**src/rtl/port_bank_pkg.sv**
```systemverilog
// Shared types and constants for the generic I/O port bank.
//   port_log_entry_t : one write-log record {port index, data byte}
//   LOG_IDX_EMPTY    : index reported by the log status register when empty
//   PORT_BANK_MAX    : largest supported NPORTS
package port_bank_pkg;

  localparam int unsigned PORT_IDX_W    = 3;
  localparam int unsigned PORT_BANK_MAX = 8;
  localparam logic [PORT_IDX_W-1:0] LOG_IDX_EMPTY = 3'b111;

  typedef struct packed {
    logic [PORT_IDX_W-1:0] idx;
    logic [7:0]            data;
  } port_log_entry_t;

endpackage

```
**src/rtl/sync_fifo_ovw.sv**
```systemverilog
// Synchronous FIFO that overwrites its oldest entry when pushed while full.
//   clk, rst_n : clock, async active-low reset
//   clr        : synchronous flush, also clears ovf; wins over push/pop
//   push, din  : write request and data
//   pop        : read request, ignored when empty
//   dout_c     : head entry (combinational, undefined when empty)
//   empty_c    : FIFO empty (combinational)
//   count      : occupancy 0..2^LOG_DEPTH
//   ovf        : sticky, set when an entry was dropped
module sync_fifo_ovw #(
  parameter int unsigned W         = 8,
  parameter int unsigned LOG_DEPTH = 3
) (
  input  logic               clk,
  input  logic               rst_n,
  input  logic               clr,
  input  logic               push,
  input  logic [W-1:0]       din,
  input  logic               pop,
  output logic [W-1:0]       dout_c,
  output logic               empty_c,
  output logic [LOG_DEPTH:0] count,
  output logic               ovf
);

  localparam int unsigned DEPTH = 1 << LOG_DEPTH;
  localparam int unsigned CW    = LOG_DEPTH + 1;

  logic [W-1:0]           mem [DEPTH];
  logic [LOG_DEPTH-1:0]   wp;
  logic [LOG_DEPTH-1:0]   rp;
  logic                   full_c;
  logic                   do_pop;

  assign empty_c = (count == '0);
  assign full_c  = (count == CW'(DEPTH));
  assign do_pop  = pop & ~empty_c;
  assign dout_c  = mem[rp];

  // Storage: a push always lands at wp, even when it displaces the oldest entry.
  always_ff @(posedge clk) begin
    if (push && !clr) mem[wp] <= din;
  end

  // Pointers, occupancy and overflow flag.
  always_ff @(posedge clk or negedge rst_n) begin
    if (!rst_n) begin
      wp    <= '0;
      rp    <= '0;
      count <= '0;
      ovf   <= 1'b0;
    end else if (clr) begin
      wp    <= '0;
      rp    <= '0;
      count <= '0;
      ovf   <= 1'b0;
    end else begin
      if (push) wp <= wp + 1'b1;
      // Read pointer also advances when a full push drops the oldest entry.
      if (do_pop || (push && full_c)) rp <= rp + 1'b1;
      if (push && full_c && !do_pop) ovf <= 1'b1;
      if (push && !do_pop && !full_c) count <= count + CW'(1);
      else if (do_pop && !push)       count <= count - CW'(1);
    end
  end

endmodule

```
**src/rtl/port_bank.sv**
```systemverilog
// Parametrised bank of write-latched I/O port registers with per-port
// address match/mask, optional lock and read-back, and a write-log FIFO.
//   clk28, rst_n                 : clock, async active-low reset
//   bus_a/bus_d/bus_ioreq/rd/wr  : qualified CPU bus
//   unlock                       : bypass all port locks while high
//   log_en, log_clr              : log accepted writes / flush the log
//   port_q, locked               : register contents and lock state
//   log_count, log_ovf           : log occupancy and sticky overflow
//   d_out, d_out_active          : registered read data and drive enable
module port_bank
  import port_bank_pkg::*;
#(
  parameter int unsigned          NPORTS        = 4,
  parameter int unsigned          LOG_DEPTH     = 3,
  parameter logic [NPORTS*16-1:0] MATCH         = {NPORTS{16'h0000}},
  parameter logic [NPORTS*16-1:0] MASK          = {NPORTS{16'hFFFF}},
  parameter logic [NPORTS*8-1:0]  RESET_VAL     = {NPORTS{8'h00}},
  parameter logic [NPORTS-1:0]    READABLE      = {NPORTS{1'b0}},
  parameter logic [NPORTS-1:0]    LOCKABLE      = {NPORTS{1'b0}},
  parameter int unsigned          LOCK_BIT      = 5,
  parameter logic [15:0]          LOG_IDX_ADDR  = 16'hFFDF,
  parameter logic [15:0]          LOG_DATA_ADDR = 16'hFEDF
) (
  input  logic                  clk28,
  input  logic                  rst_n,
  input  logic [15:0]           bus_a,
  input  logic [7:0]            bus_d,
  input  logic                  bus_ioreq,
  input  logic                  bus_rd,
  input  logic                  bus_wr,
  input  logic                  unlock,
  input  logic                  log_en,
  input  logic                  log_clr,
  output logic [NPORTS*8-1:0]   port_q,
  output logic [NPORTS-1:0]     locked,
  output logic [LOG_DEPTH:0]    log_count,
  output logic                  log_ovf,
  output logic [7:0]            d_out,
  output logic                  d_out_active
);

  logic                  wr_cyc, rd_cyc, wr_q, rd_q, rd_log_q, wr_stb;
  logic                  log_idx_hit, log_data_hit, log_hit;
  logic                  any_hit, port_rd_ok, log_push, log_pop;
  logic [PORT_IDX_W-1:0] win;
  logic [NPORTS-1:0]     sel, accept;
  logic [7:0]            rd_port, d_out_nx;
  logic                  fifo_empty_c;
  port_log_entry_t       head_c, log_din;

  assign wr_cyc       = bus_ioreq & bus_wr;
  assign rd_cyc       = bus_ioreq & bus_rd;
  assign wr_stb       = wr_cyc & ~wr_q;
  assign log_idx_hit  = (bus_a == LOG_IDX_ADDR);
  assign log_data_hit = (bus_a == LOG_DATA_ADDR);
  assign log_hit      = log_idx_hit | log_data_hit;

  // Port decode: lowest matching index wins; log addresses shadow all ports.
  always_comb begin
    sel     = '0;
    any_hit = 1'b0;
    win     = '0;
    for (int i = 0; i < int'(NPORTS); i++) begin
      if (!any_hit && (((bus_a ^ MATCH[i*16 +: 16]) & MASK[i*16 +: 16]) == 16'h0000)) begin
        any_hit = 1'b1;
        win     = PORT_IDX_W'(i);
        sel[i]  = 1'b1;
      end
    end
    if (log_hit) sel = '0;
  end

  // Per-port write acceptance and read-back mux (one-hot on sel).
  always_comb begin
    accept  = '0;
    rd_port = 8'hFF;
    for (int i = 0; i < int'(NPORTS); i++) begin
      accept[i] = wr_stb & sel[i] & (~locked[i] | unlock);
      if (sel[i] && READABLE[i]) rd_port = port_q[i*8 +: 8];
    end
  end

  assign port_rd_ok = |(sel & READABLE);
  assign log_push   = (|accept) & log_en;
  // Pop on the trailing edge of a read that addressed the log data register.
  assign log_pop    = rd_q & ~rd_cyc & rd_log_q;
  assign log_din    = '{idx: win, data: bus_d};

  // Read data selection; the log status index reads all-ones when empty.
  always_comb begin
    d_out_nx = 8'hFF;
    if (log_idx_hit)
      d_out_nx = {log_ovf, fifo_empty_c, 3'b000, (fifo_empty_c ? LOG_IDX_EMPTY : head_c.idx)};
    else if (log_data_hit)
      d_out_nx = fifo_empty_c ? 8'hFF : head_c.data;
    else if (port_rd_ok)
      d_out_nx = rd_port;
  end

  // Bus edge detection, port registers, locks and read path.
  always_ff @(posedge clk28 or negedge rst_n) begin
    if (!rst_n) begin
      wr_q         <= 1'b0;
      rd_q         <= 1'b0;
      rd_log_q     <= 1'b0;
      port_q       <= RESET_VAL;
      locked       <= '0;
      d_out        <= 8'hFF;
      d_out_active <= 1'b0;
    end else begin
      wr_q         <= wr_cyc;
      rd_q         <= rd_cyc;
      rd_log_q     <= rd_cyc & log_data_hit;
      d_out        <= rd_cyc ? d_out_nx : 8'hFF;
      d_out_active <= rd_cyc & (log_hit | port_rd_ok);
      for (int i = 0; i < int'(NPORTS); i++) begin
        if (accept[i]) begin
          port_q[i*8 +: 8] <= bus_d;
          if (LOCKABLE[i]) locked[i] <= bus_d[LOCK_BIT];
        end
      end
    end
  end

  sync_fifo_ovw #(
    .W         ($bits(port_log_entry_t)),
    .LOG_DEPTH (LOG_DEPTH)
  ) u_log (
    .clk     (clk28),
    .rst_n   (rst_n),
    .clr     (log_clr),
    .push    (log_push),
    .din     (log_din),
    .pop     (log_pop),
    .dout_c  (head_c),
    .empty_c (fifo_empty_c),
    .count   (log_count),
    .ovf     (log_ovf)
  );

endmodule

```
**config.mk**
```make
export PLATFORM = sky130hd
export DESIGN_NAME = port_bank
export DESIGN_NICKNAME = d
export VERILOG_FILES = /design/src/rtl/port_bank_pkg.sv /design/src/rtl/sync_fifo_ovw.sv /design/src/rtl/port_bank.sv
export SDC_FILE = /design/constraint.sdc
export NUM_CORES = 1
export LEC_CHECK = 0
export BUFFER_PORTS_ARGS = -buffer_cell sky130_fd_sc_hd__buf_2
export CAP_MARGIN = 20
export CORE_MARGIN = 2
export CORE_UTILIZATION = 55
export CTS_BUF_LIST = sky130_fd_sc_hd__clkbuf_2 sky130_fd_sc_hd__clkbuf_4 sky130_fd_sc_hd__clkbuf_8
export DETAILED_ROUTE_END_ITERATION = 10
export GPL_ROUTABILITY_DRIVEN = 0
export PLACE_DENSITY_LB_ADDON = 0.05
export SETUP_SLACK_MARGIN = 0.5
export SLEW_MARGIN = 20
export SYNTH_ARGS = -nofsm -noshare
export SYNTH_HDL_FRONTEND = slang
export SYNTH_SLANG_ARGS = --single-unit
```
**constraint.sdc**
```tcl
create_clock -name clk28 -period 3.62 [get_ports clk28]
set_input_delay 0.181 -clock clk28 [delete_from_list [all_inputs] [get_ports clk28]]
set_output_delay 0.181 -clock clk28 [all_outputs]
set_load 0.1 [all_outputs]
```
==> impl_results.md <==
* # placed instances at around 420
* Routed Antenna Nets at 0
* Largest area contributor in the netlist: edfxtp_1
* Final hold viol count at 0
* CTS Root Cell: clkbuf_8
* Layout cells sized above 1 at 35.19%
* Clock network fraction of total power at 35.3%
* CTS tree: done
* Largest net degree at the start of global routing at 32
* Area of the die at 8371 um2
* CTS sink cnt at 95
* Clock skew at 12.81 ps
* DRC errors left at 0
* Final net count at roughly 370
* Clock-pin slew on the worst setup and hold paths at approximately 100 ps
* Commonest non-fill, non-tap cell in the layout: edfxtp_1
* CP arrival at ~3200 ps
* Sequential power share at 56.2%
* Synth Instances at 273
* EDFF count, synth at 64
* Final worst-path cycle share at 80.06%
* Minimum clock period at 2898 ps
* Finished Cell Area at 4731 um2
* #FFs+latches synth at 95
* Most frequent cells in the layout: edfxtp_1, buf_2, conb_1
* P_int at 1.514 mW
* CP Max Fanout at 5
* Top cells by area, synth: edfxtp_1, dfrtp_1, mux4_2
* Vias at between 2000 and 2500
* Final non-filler cell total at 440
* Synth async-reset ratio at 32.63%
* Switch Pwr at 0.5547 mW
* RSZ-0062 raised after global routing: false
* Die width at between 90 and 100 um
* Post-DR wirelength/cell at approximately 17 um
* H-tree depth at 3
* Avg Cell Area, Syn at 15.42 um2
* Iteration-0 DRC Markers at ~120
* Clk_lat worst skew at 360 ps
* Mapped cell area at 4210 um2
* Kind of critical path: flip-flop to flip-flop
* Area share of the largest cell type after synthesis at 45.65%
* CP startpoint kind: flip-flop
* DR pass1 iterations at 4
* Fmax at 345.0 MHz
* Status: complete, no violations
* Tot GR Track Use at around 20%
* Initial Util at roughly 57%
* Synthesis-to-layout area growth at 12.36%
* Peak VDD IR at 0.3078 mV
* Die Y-Extent at about 90 um
* ANT cells at 0
* CP Capture Type: flip-flop
* Design Power at 2.068 mW
* Setup TNS at 0 ps
* First-pass GRT wire length at 12.31 mm
* Crit path required time at 3880 ps
* Initial antenna violation count at 0
* Area of the core at 7331 um2
* Logic pwr share at under 10%
* Vias per cell at 5.364
* Vias in the first global route at 2330
* Post-DP HPWL at just over 5 mm
* Fill cells at 548
* Post-synthesis sequential area ratio at 64.31%
* Pleak at approximately 1.8 nW
* Max-slew violation count at 0
* Library cells used by synthesis at 49
* Syn. warnings at 4
* Port Buf Inserts at 52
* Maximum clock path buffer count at 2
* Num rows at 31
* GRT Residual Overflow at 0
* Max-Cap Viols at 0
* Power per Cell Area at 437.2 nW/um2
* Hold WS at 92.22 ps
* Least-Margin Pin Slew at 938.8 ps
* Sw frac at 26.82%
* HP Class: input port to flip-flop
* Primary FF master, synth: edfxtp_1
* Post-Route WL at 7.657 mm
* Final Setup Violations at 0
* TritonCTS Buffers at 9
* Relative slew slack at 37.07%
* Ports at just over 80
* Placed Area at 4506 um2
[final timing paths]
| path | endpoint | startpoint | slack (ps) | cells past startpoint |
|---|---|---|---|---|
| min in group asynchronous | u_log.count[1] | rst_n | 420 | 2 |
| max in group asynchronous | u_log.rp[1] | rst_n | 2710 | 2 |
| worst max register to register | u_log.count[3] | wr_q | 720 | 10 |
| worst max-delay path | u_log.count[3] | wr_q | 720 | 10 |
| worst min register to register | port_q[5] | port_q[5] | 510 | 1 |
| worst min-delay path | u_log.mem[3][0] | bus_d[0] | 90 | 1 |
[power by group through the flow]
stage	Combinational [mW]	Sequential (mW)	Clock [mW]
floorplan	0.161	1.19	0
global placement	0.175	1.18	0
detailed placement	0.177	1.19	0
CTS	0.177	1.16	0.744
global route	0.186	1.16	0.790
finish	0.177	1.16	0.730
[worst max-delay path: stages (launching register included)]
cell and delay (ps):
dfrtp_1 380, or4_2 550, nor2_2 230, and3_2 300, nand2_1 110, ha_1 280
a21o_1 170, a21oi_1 170, nor3_1 70, mux2i_1 200, mux2_1 330
[cell families after synthesis]
family,after synthesis,synth area share (%)
AOI/OAI and AO/OA,23,3.507
and+or+nand+nor,69,9.926
xor gates and xnor gates,4,0.8322
DFF,95,64.31
other,1,0.08907
muxes,33,12.93
adders and majority gates,5,1.664
buffers and inverters,43,6.746
[per-layer routing]
metal | track usage (%) | vias up | wire (um)
li1 | - | 1108 | -
met1 | 27.87 | 1178 | 3516
met2 | 31.19 | 63 | 3636
met3 | 3.734 | 11 | 330
met4 | 7.828 | 0 | 173
met5 | 0 | - | 0
[sequential cells by signal, indices dropped and copies added, names as in the netlist]
register,count
rd_q,1
d_out,8
u_log.wp,3
wr_q,1
u_log.count,4
rd_log_q,1
u_log.rp,3
u_log.mem,64
d_out_active,1
u_log.ovf,1
port_q,8
[cell usage after synthesis, drive strengths merged, types with 6 or more instances]
cell,n
edfxtp,64
nor2b,9
mux2,11
mux4,16
dfrtp,23
o21ai,8
nor3,7
nor4,7
nand2,8
mux2i,6
clkbuf,6
buf,32
dfstp,8
nor2,13
[metrics by stage]
step | util, % | setup slack, ps
after global placement | 61.46 | 611.6
after detailed placement | 61.46 | 568.9
after CTS | 64.52 | 675.6
final | 64.53 | 721.8
after floorplan | - | 576.5
after global routing | 64.53 | 541.7
[layout make-up]
type	count	area [um2]	share of cell area (%)
flip-flops and latches	95	2708	57.23
multi-input cells	162	1321	27.93
repair buffers	63	345.3	7.300
clock buffers	9	123.9	2.618
well taps	99	123.9	2.618
clock inverters	7	90.09	1.904
inverters	5	18.77	0.3967
[what timing repair did]
item / 4_1_cts / 5_1_grt
resized for setup: 0 / 1
hold buffers: 1 / 0
buffers inserted: 0 / 0
endpoints found under the hold margin: 23 / 0
endpoints found under the setup margin: 0 / 1
No activity file was read; power rests on OpenSTA's default activity.
